### src/rtl/arc4_enc_if.sv
// Memory/handshake bundle between arc4_enc and its pt, ct and S memories.
// The top-level memory side is the master, and the encryptor is the slave.
interface arc4_enc_if;
    logic        en;
    logic        rdy;
    logic [23:0] key;
    logic [7:0]  pt_addr;
    logic [7:0]  pt_rddata;
    logic [7:0]  ct_addr;
    logic [7:0]  ct_wrdata;
    logic        ct_wren;
    logic [7:0]  s_addr;
    logic [7:0]  s_rddata;
    logic [7:0]  s_wrdata;
    logic        s_wren;

    modport master (
        output en, key, pt_rddata, s_rddata,
        input  rdy, pt_addr, ct_addr, ct_wrdata, ct_wren, s_addr, s_wrdata, s_wren
    );

    modport slave (
        input  en, key, pt_rddata, s_rddata,
        output rdy, pt_addr, ct_addr, ct_wrdata, ct_wren, s_addr, s_wrdata, s_wren
    );
endinterface

### src/rtl/arc4_enc.sv
// ARC4 encryptor: reads a length-prefixed pt message and writes a length-prefixed ct message.
// The S box is held in an external synchronous-read 256x8 memory.
module arc4_enc #(
    parameter int unsigned KEY_BYTES = 3
) (
    input logic       clk,
    input logic       rst_n,
    arc4_enc_if.slave bus
);

    typedef enum logic [3:0] {
        StIdle, StInit, StKsaRi, StKsaRj, StKsaWi, StKsaWj, StRdLen0, StRdLen1,
        StPrRi, StPrRj, StPrWi, StPrWj, StPrRp, StPrWc, StDone
    } state_e;

    state_e      r_state, w_state_d;
    logic [23:0] r_key;
    logic [7:0]  r_i, r_j, r_k, r_len, r_si, r_sj, r_pt;
    logic [1:0]  r_kidx;
    logic [7:0]  w_keybyte, w_i_inc, w_j_ksa, w_j_prga;

    always_comb begin
        case (r_kidx)
            2'd0:    w_keybyte = r_key[23:16];
            2'd1:    w_keybyte = r_key[15:8];
            default: w_keybyte = r_key[7:0];
        endcase
    end

    assign w_i_inc  = r_i + 8'd1;
    assign w_j_ksa  = r_j + bus.s_rddata + w_keybyte;
    assign w_j_prga = r_j + bus.s_rddata;

    always_ff @(posedge clk or negedge rst_n) begin
        if (!rst_n) r_state <= StIdle;
        else        r_state <= w_state_d;
    end

    // Every read and write is a separate cycle, so no memory ever sees both in one cycle.
    always_comb begin
        w_state_d     = r_state;
        bus.rdy       = 1'b0;
        bus.pt_addr   = 8'd0;
        bus.ct_addr   = 8'd0;
        bus.ct_wrdata = 8'd0;
        bus.ct_wren   = 1'b0;
        bus.s_addr    = 8'd0;
        bus.s_wrdata  = 8'd0;
        bus.s_wren    = 1'b0;
        case (r_state)
            StIdle, StDone: begin
                bus.rdy   = 1'b1;
                w_state_d = bus.en ? StInit : StIdle;
            end
            StInit: begin
                bus.s_addr   = r_i;
                bus.s_wrdata = r_i;
                bus.s_wren   = 1'b1;
                if (r_i == 8'd255) w_state_d = StKsaRi;
            end
            StKsaRi: begin
                bus.s_addr = r_i;
                w_state_d  = StKsaRj;
            end
            StKsaRj: begin
                bus.s_addr = w_j_ksa;
                w_state_d  = StKsaWi;
            end
            StKsaWi: begin
                bus.s_addr   = r_i;
                bus.s_wrdata = bus.s_rddata;
                bus.s_wren   = 1'b1;
                w_state_d    = StKsaWj;
            end
            StKsaWj: begin
                // Written last, so when i==j the slot ends up holding its original value.
                bus.s_addr   = r_j;
                bus.s_wrdata = r_si;
                bus.s_wren   = 1'b1;
                w_state_d    = (r_i == 8'd255) ? StRdLen0 : StKsaRi;
            end
            StRdLen0: begin
                bus.pt_addr = 8'd0;
                w_state_d   = StRdLen1;
            end
            StRdLen1: begin
                bus.ct_addr   = 8'd0;
                bus.ct_wrdata = bus.pt_rddata;
                bus.ct_wren   = 1'b1;
                w_state_d     = (bus.pt_rddata == 8'd0) ? StDone : StPrRi;
            end
            StPrRi: begin
                bus.s_addr  = w_i_inc;
                bus.pt_addr = r_k;
                w_state_d   = StPrRj;
            end
            StPrRj: begin
                bus.s_addr = w_j_prga;
                w_state_d  = StPrWi;
            end
            StPrWi: begin
                bus.s_addr   = r_i;
                bus.s_wrdata = bus.s_rddata;
                bus.s_wren   = 1'b1;
                w_state_d    = StPrWj;
            end
            StPrWj: begin
                bus.s_addr   = r_j;
                bus.s_wrdata = r_si;
                bus.s_wren   = 1'b1;
                w_state_d    = StPrRp;
            end
            StPrRp: begin
                bus.s_addr = r_si + r_sj;
                w_state_d  = StPrWc;
            end
            StPrWc: begin
                bus.ct_addr   = r_k;
                bus.ct_wrdata = bus.s_rddata ^ r_pt;
                bus.ct_wren   = 1'b1;
                w_state_d     = (r_k == r_len) ? StDone : StPrRi;
            end
            default: w_state_d = StIdle;
        endcase
    end

    always_ff @(posedge clk or negedge rst_n) begin
        if (!rst_n) begin
            r_key  <= 24'd0;
            r_i    <= 8'd0;
            r_j    <= 8'd0;
            r_k    <= 8'd0;
            r_len  <= 8'd0;
            r_si   <= 8'd0;
            r_sj   <= 8'd0;
            r_pt   <= 8'd0;
            r_kidx <= 2'd0;
        end else begin
            case (r_state)
                StIdle, StDone: begin
                    if (bus.en) begin
                        r_key  <= bus.key;
                        r_i    <= 8'd0;
                        r_j    <= 8'd0;
                        r_k    <= 8'd0;
                        r_kidx <= 2'd0;
                    end
                end
                StInit: r_i <= w_i_inc;
                StKsaRj: begin
                    r_si <= bus.s_rddata;
                    r_j  <= w_j_ksa;
                end
                StKsaWj: begin
                    r_i    <= w_i_inc;
                    r_kidx <= (r_kidx == 2'(KEY_BYTES - 1)) ? 2'd0 : r_kidx + 2'd1;
                end
                StRdLen1: begin
                    r_len <= bus.pt_rddata;
                    r_i   <= 8'd0;
                    r_j   <= 8'd0;
                    r_k   <= 8'd1;
                end
                StPrRi: r_i <= w_i_inc;
                StPrRj: begin
                    r_si <= bus.s_rddata;
                    r_j  <= w_j_prga;
                    r_pt <= bus.pt_rddata;
                end
                StPrWi: r_sj <= bus.s_rddata;
                StPrWc: r_k  <= r_k + 8'd1;
                default: ;
            endcase
        end
    end

endmodule

### src/flat_wrapper.sv
// flat-port wrapper written by rule: the top's interface ports become plain ports
module arc4_enc_flat 
#(
    parameter int unsigned KEY_BYTES = 3
)
  (clk, rst_n, bus_en, bus_key, bus_pt_rddata, bus_s_rddata, bus_rdy, bus_pt_addr, bus_ct_addr, bus_ct_wrdata, bus_ct_wren, bus_s_addr, bus_s_wrdata, bus_s_wren);
  arc4_enc_if bus_i ();
  input logic clk;
  input logic rst_n;
  input wire logic [$bits(bus_i.en)-1:0] bus_en;
  input wire logic [$bits(bus_i.key)-1:0] bus_key;
  input wire logic [$bits(bus_i.pt_rddata)-1:0] bus_pt_rddata;
  input wire logic [$bits(bus_i.s_rddata)-1:0] bus_s_rddata;
  output wire logic [$bits(bus_i.rdy)-1:0] bus_rdy;
  output wire logic [$bits(bus_i.pt_addr)-1:0] bus_pt_addr;
  output wire logic [$bits(bus_i.ct_addr)-1:0] bus_ct_addr;
  output wire logic [$bits(bus_i.ct_wrdata)-1:0] bus_ct_wrdata;
  output wire logic [$bits(bus_i.ct_wren)-1:0] bus_ct_wren;
  output wire logic [$bits(bus_i.s_addr)-1:0] bus_s_addr;
  output wire logic [$bits(bus_i.s_wrdata)-1:0] bus_s_wrdata;
  output wire logic [$bits(bus_i.s_wren)-1:0] bus_s_wren;
  assign bus_i.en = bus_en;
  assign bus_i.key = bus_key;
  assign bus_i.pt_rddata = bus_pt_rddata;
  assign bus_i.s_rddata = bus_s_rddata;
  assign bus_rdy = bus_i.rdy;
  assign bus_pt_addr = bus_i.pt_addr;
  assign bus_ct_addr = bus_i.ct_addr;
  assign bus_ct_wrdata = bus_i.ct_wrdata;
  assign bus_ct_wren = bus_i.ct_wren;
  assign bus_s_addr = bus_i.s_addr;
  assign bus_s_wrdata = bus_i.s_wrdata;
  assign bus_s_wren = bus_i.s_wren;
  arc4_enc #(.KEY_BYTES(KEY_BYTES)) u_core (.clk(clk), .rst_n(rst_n), .bus(bus_i));
endmodule
### config.mk
export PLATFORM = sky130hd
export DESIGN_NAME = arc4_enc_flat
export DESIGN_NICKNAME = d
export VERILOG_FILES = /design/src/rtl/arc4_enc_if.sv /design/src/rtl/arc4_enc.sv /design/src/flat_wrapper.sv
export SDC_FILE = /design/constraint.sdc
export NUM_CORES = 1
export LEC_CHECK = 0
export CAP_MARGIN = 10
export CORE_MARGIN = 4
export CORE_UTILIZATION = 45
export DETAILED_ROUTE_END_ITERATION = 8
export PLACE_DENSITY_LB_ADDON = 0.1
export SYNTH_ARGS = -nofsm -noshare
export SYNTH_HDL_FRONTEND = slang
export SYNTH_SLANG_ARGS = --single-unit
### constraint.sdc
create_clock -name clk -period 4 [get_ports clk]
set_input_delay 0.6 -clock clk [delete_from_list [all_inputs] [get_ports clk]]
set_output_delay 0.6 -clock clk [all_outputs]
set_load 0.02 [all_outputs]
; Yosys cells after proc, flatten, opt, wreduce, memory -nomap -nowiden
; Cells that the tools add are included.
; W data, S select, Z words.
[word_totals]
ff_bits = 86
output_inout_bits = 43
word_cells = 79
input_bits = 43
[classes]
n_mux = 22
n_addsub = 6
bitwise_logic = 1
n_eq_ne = 20
reduce_logical = 20
[ops]
columns = operator, count
row1 = $pmux W8 S3, 3
row2 = $pmux W4 S14, 1
row3 = $pmux W8 S6, 1
row4 = $pmux W8 S2, 2
row5 = $pmux W8 S4, 1
row6 = $eq A4 B4 Y1 const B, 7
row7 = $add A8 B8 Y8, 3
row8 = $mux W8, 3
row9 = $add A8 B1 Y8 const B, 2
row10 = $eq A4 B3 Y1 const B, 4
row11 = $reduce_and A2 Y1, 5
row12 = $reduce_or A2 Y1, 5
row13 = $mux W3, 3
row14 = $eq A4 B2 Y1 const B, 2
row15 = $eq A8 B8 Y1, 1
row16 = $eq A8 B8 Y1 const B, 1
row17 = $logic_not A8 Y1, 1
row18 = $xor A8 B8 Y8, 1
row19 = $reduce_bool A3 Y1, 2
row20 = $reduce_or A5 Y1, 1
row21 = $eq A4 B1 Y1 const B, 1
row22 = $logic_not A4 Y1, 1
row23 = $mux W1, 4
row24 = $mux W2, 2
row25 = other kinds (12), 12

; Logic depth before layout (Yosys ltp)
[depth]
depth_word = 4
depth_mapped = 14
ltp_nobuf = 14

; Least setup slack after synthesis
; Ideal clock, no wire load.
[synth_timing]
path_type = input -> output
from = input bus_s_rddata[0]
to = output bus_s_addr[7]
t_arrival_ps = 2953
required_time_ps = 3400
cell_stages = 14
setup_slack_ps = 447
n_path_buf = 0
cell_sequence = ha_1 -> inv_1 -> fa_1 -> nor2b_1 -> o21a_1 -> nor2_1 -> xnor2_1 -> ha_1 -> o21ai_0 -> nand2b_1 -> a31oi_1 -> xnor2_1 -> or3_1 -> nand4_1
[synth_between]
elab_chain_cells = 3
[synth_lines]
columns = item, line_no
row1 = "start, declared", flat_wrapper.sv:13  ; input wire logic [$bits(bus_i.s_rddata)-1:0] bus_s_rddata;
row2 = $add A8 B8 Y8 *, "arc4_enc.sv:31, arc4_enc.sv:32"
row3 = $add A8 B8 Y8, arc4_enc.sv:31  ; assign w_j_ksa = r_j + bus.s_rddata + w_keybyte;
row4 = $pmux W8 S6 *, arc4_enc.sv:50  ; case (r_state)
row5 = "end, declared", flat_wrapper.sv:19  ; output wire logic [$bits(bus_i.s_addr)-1:0] bus_s_addr;
; Mark *: on every way between the ends. The rest lies on a longest branch, timed or not.

; Worst setup path in the final report
[layout_timing]
from = register u_core.r_j[0]
to = output bus_s_addr[1]
[layout_between]
elab_chain_cells = 3
[layout_lines]
columns = item, line_no
row1 = "start, declared", arc4_enc.sv:18  ; logic [7:0] r_i, r_j, r_k, r_len, r_si, r_sj, r_pt;
row2 = "start signal, assigned", arc4_enc.sv:152  ; r_j <= w_j_ksa;
row3 = "start signal, assigned", arc4_enc.sv:167  ; r_j <= w_j_prga;
row4 = $add A8 B8 Y8 *, "arc4_enc.sv:31, arc4_enc.sv:32"
row5 = $add A8 B8 Y8, arc4_enc.sv:31
row6 = $pmux W8 S6 *, arc4_enc.sv:50
; Marks and branches as above.

==> summary.md <==
| Metric | Value |
|---|---|
| Clock skew | `0.00852 ns` |
| Most frequent cells in the layout | `dfrtp_1, clkdlybuf4s50_1, nand2_1` |
| Number of synthesized flops with an enable pin | `0` |
| Syn Nets | `648` |
| Max VDD drop | `~0.00051 V` |
| First-pass GRT wire length | `24,800 microns` |
| Sequential share of power | `0.252` |
| Slew HR | `0.355` |
| GRT overflow | `0` |
| Hold Vio Cnt, Final | `0` |
| H-tree levels | `3` |
| Via count | `4,872` |
| Clock sinks | `86` |
| Synthesized area | `between 0.005 and 0.006 sq mm` |
| Nets | `~770` |
| CTS Root Cell | `clkbuf_16` |
| Switch Pwr | `~2800 uW` |
| Clock buffer depth | `2` |
| Crit start category | `flip-flop` |
| Clock Power Share | `0.124` |
| Worst Path Arrival | `~3.3 ns` |
| Syn_area_per_cell | `approximately 9.5 sq um` |
| I/O Buffers | `85` |
| Outcome | `complete, no violations` |
| Hold WC Path Type | `in -> async` |
| Max-cap violations | `0` |
| Top_reg_cell synth | `dfrtp_1` |
| DR vias/cell | `about 5.7` |
| Vias in the first global route | `4,793` |
| Total CTS buffers | `9` |
| Largest net degree at the start of global routing | `slightly below 80` |
| Setup repair after global routing missed its margin | `yes` |
| Part of the Yosys area used for sequential elements | `0.391` |
| Area Growth Syn to Fin | `31.3%` |
| Kind of critical path | `reg -> out` |
| Pwr per Cell Area | `888 mW/mm^2` |
| Finished Cell Area | `a little over 0.007 sq mm` |
| Netlist cell types | `between 40 and 50` |
| Fraction of registers with async set/reset | `1.00` |
| Final setup viols | `0` |
| DP Area | `0.00679 sq mm` |
| Pint | `3660 uW` |
| Row count | `40` |
| Post-synth top area cell | `dfrtp_1` |
| Max-slew violations | `0` |
| Diodes inserted | `0` |
| Core area | `0.0120 sq mm` |
| Comb pwr share | `0.624` |
| Syn Inst Count | `579` |
| Worst Setup End Kind | `primary output` |
| Crit-path slowest cell | `fa_2` |
| Clk Latency, worst-skew pair | `0.36 ns` |
| Commonest non-fill, non-tap cell in the layout | `dfrtp_1` |
| Switching share of power | `0.430` |
| Final ANT Viol Nets | `0` |
| Post-DR wirelength/cell | `18.1 microns` |
| CP required | `3.40 ns` |
| Top cell type's share of synthesized area | `0.391` |
| TritonRoute pass-1 iters | `5` |
| Max FO, Critical Path | `2` |
| Die ar. | `0.0141 sq mm` |
| Total track usage | `0.221` |
| Initial DRC Count | `464` |
| DRC errors left | `0` |
| Final wirelength | `15,400 microns` |
| Fmax | `257 MHz` |
| Critical Path, Cell by Cell | `ha_4 > inv_1 > fa_2 > inv_1 > buf_4 > fa_1 > nand2_1 > o21ai_0 > a221o_1 > a221o_1 > dlygate4sd2_1` |
| Period utilization | `0.973` |
| Share of cells above drive strength 1 | `0.214` |
| Worst Tran Pin Value | `about 0.97 ns` |
| Minimum clock period | `3.89 ns` |
| Static Leakage | `around 0.0032 uW` |
| Die W | `about 120 microns` |
| Starting density of the core | `0.458` |
| RD Place Congestion | `between 0.8 and 0.9` |
| Synth area leaders | `dfrtp_1, mux2_2, ha_1, xnor2_1, nand2_1` |
| CTS tree | `yes` |
| Flops & latches, synth | `86` |
| IO Pins | `86` |
| Initial antenna violation count | `0` |
| Hold slack final | `0.397 ns` |
| Clock-pin slew on the worst setup and hold paths | `0.07 ns` |
| Detailed placement HPWL | `~12,000 microns` |
| Syn. warnings | `0` |
| Die Y | `roughly 120 microns` |
| Largest stage delay on the critical path | `0.53 ns` |
## final cells by class
cell class / instances / area, sq um
fill: 1049 / 4790
multi-input combinational: 442 / 3300
clock inverter: 7 / 56.3
inverter: 21 / 78.8
tap: 147 / 184
timing repair buffer: 139 / 1230
sequential: 86 / 2150
clock buffer: 9 / 225
## path summary, 6_finish.rpt
kind	startpoint	endpoint	slack (ns)	depth (start not counted)
min	rst_n	u_core.r_k[2]	0.40	1
max	u_core.r_j[0]	bus_s_addr[1]	0.11	11
min in group clk	u_core.r_len[1]	u_core.r_len[1]	0.50	2
max in group asynchronous	rst_n	u_core.r_sj[3]	2.86	2
max reg2reg	u_core.r_j[0]	u_core.r_j[5]	1.21	13
min reg2reg	u_core.r_len[1]	u_core.r_len[1]	0.50	2
## layer usage
metal	GRT usage	vias to the layer above	part of all wire
met2	0.369	159	0.50
li1	-	2319	-
met4	0.0804	0	0.025
met1	0.280	2371	0.42
met5	0	-	0
met3	0.0526	23	0.057
## flip-flops by register name, summed over array words and instances, names as in the netlist
register        cells
u_core.r_key       24
u_core.r_i          8
u_core.r_j          8
u_core.r_k          8
u_core.r_len        8
u_core.r_pt         8
u_core.r_si         8
u_core.r_sj         8
u_core.r_state      4
u_core.r_kidx       2
## worst max-delay path: cells and delay by family (launching register included)
family	cells	cell delay [ns]
fa+ha+maj	3	1.14
flops	1	0.38
buf+inv	4	0.59
simple gates	1	0.06
compound gates	3	0.76
## logic make-up (layout without fill, tap and decap cells)
group / after synthesis / after routing / synth area share
AOI/OAI and AO/OA: 123 / 123 / 0.149
adders and majority gates: 26 / 26 / 0.0632
buffers and inverters: 51 / 176 / 0.0389
muxes: 61 / 61 / 0.122
DFF: 86 / 86 / 0.391
xor gates and xnor gates: 43 / 43 / 0.0685
and+or+nand+nor: 189 / 189 / 0.167
## synth_stat cells, types with 3 or more instances
| cell | instances |
|---|---|
| a211oi_1 | 4 |
| a21o_1 | 6 |
| a21oi_1 | 19 |
| a221o_1 | 3 |
| a222oi_1 | 11 |
| a22oi_1 | 5 |
| a31oi_1 | 4 |
| and2_1 | 8 |
| and3_1 | 13 |
| buf_1 | 3 |
| buf_2 | 6 |
| clkbuf_1 | 18 |
| dfrtp_1 | 86 |
| fa_1 | 3 |
| ha_1 | 23 |
| inv_1 | 21 |
| mux2_2 | 47 |
| mux2i_1 | 14 |
| nand2_1 | 71 |
| nand2b_1 | 10 |
| nand3_1 | 17 |
| nand3b_1 | 6 |
| nand4_1 | 6 |
| nor2_1 | 30 |
| nor2b_1 | 10 |
| nor3_1 | 7 |
| o211ai_1 | 4 |
| o21a_1 | 4 |
| o21ai_0 | 38 |
| o21bai_1 | 4 |
| o22ai_1 | 6 |
| o31ai_1 | 6 |
| or3_1 | 3 |
| xnor2_1 | 32 |
| xor2_1 | 11 |
## repair_timing
| action | in CTS | in global routing |
|---|---|---|
| buffers inserted | 1 | 2 |
| endpoints found under the setup margin | 7 | 7 |
| pin swaps | 13 | 18 |
| resized for setup | 44 | 18 |
| hold buffers | 0 | 0 |
## through the flow
stage | worst slack (ns) | TNS (ns) | cells | power (uW) | utilization
6_report | 0.110 | 0 | 851 | 6410 | 0.601
4_1_cts | 0.00316 | 0 | 849 | 6240 | 0.595
3_3_place_gp | -0.789 | -4.30 | 832 | 5200 | 0.565
3_5_place_dp | -0.820 | -4.54 | 832 | 5300 | 0.565
2_1_floorplan | 0.447 | 0 | 579 | 3990 | -
5_1_grt | -0.0490 | -0.0490 | 851 | 6880 | 0.601
## power by group through the flow
| stage | Combinational, uW | Sequential, uW | Clock [uW] |
|---|---|---|---|
| 2_1_floorplan | 2540 | 1460 | 0 |
| 3_3_place_gp | 3600 | 1600 | 0 |
| 3_5_place_dp | 3680 | 1620 | 0 |
| 4_1_cts | 3810 | 1610 | 819 |
| 5_1_grt | 4360 | 1670 | 859 |
| 6_report | 4000 | 1620 | 797 |
Power figures use the tool's default switching activity.
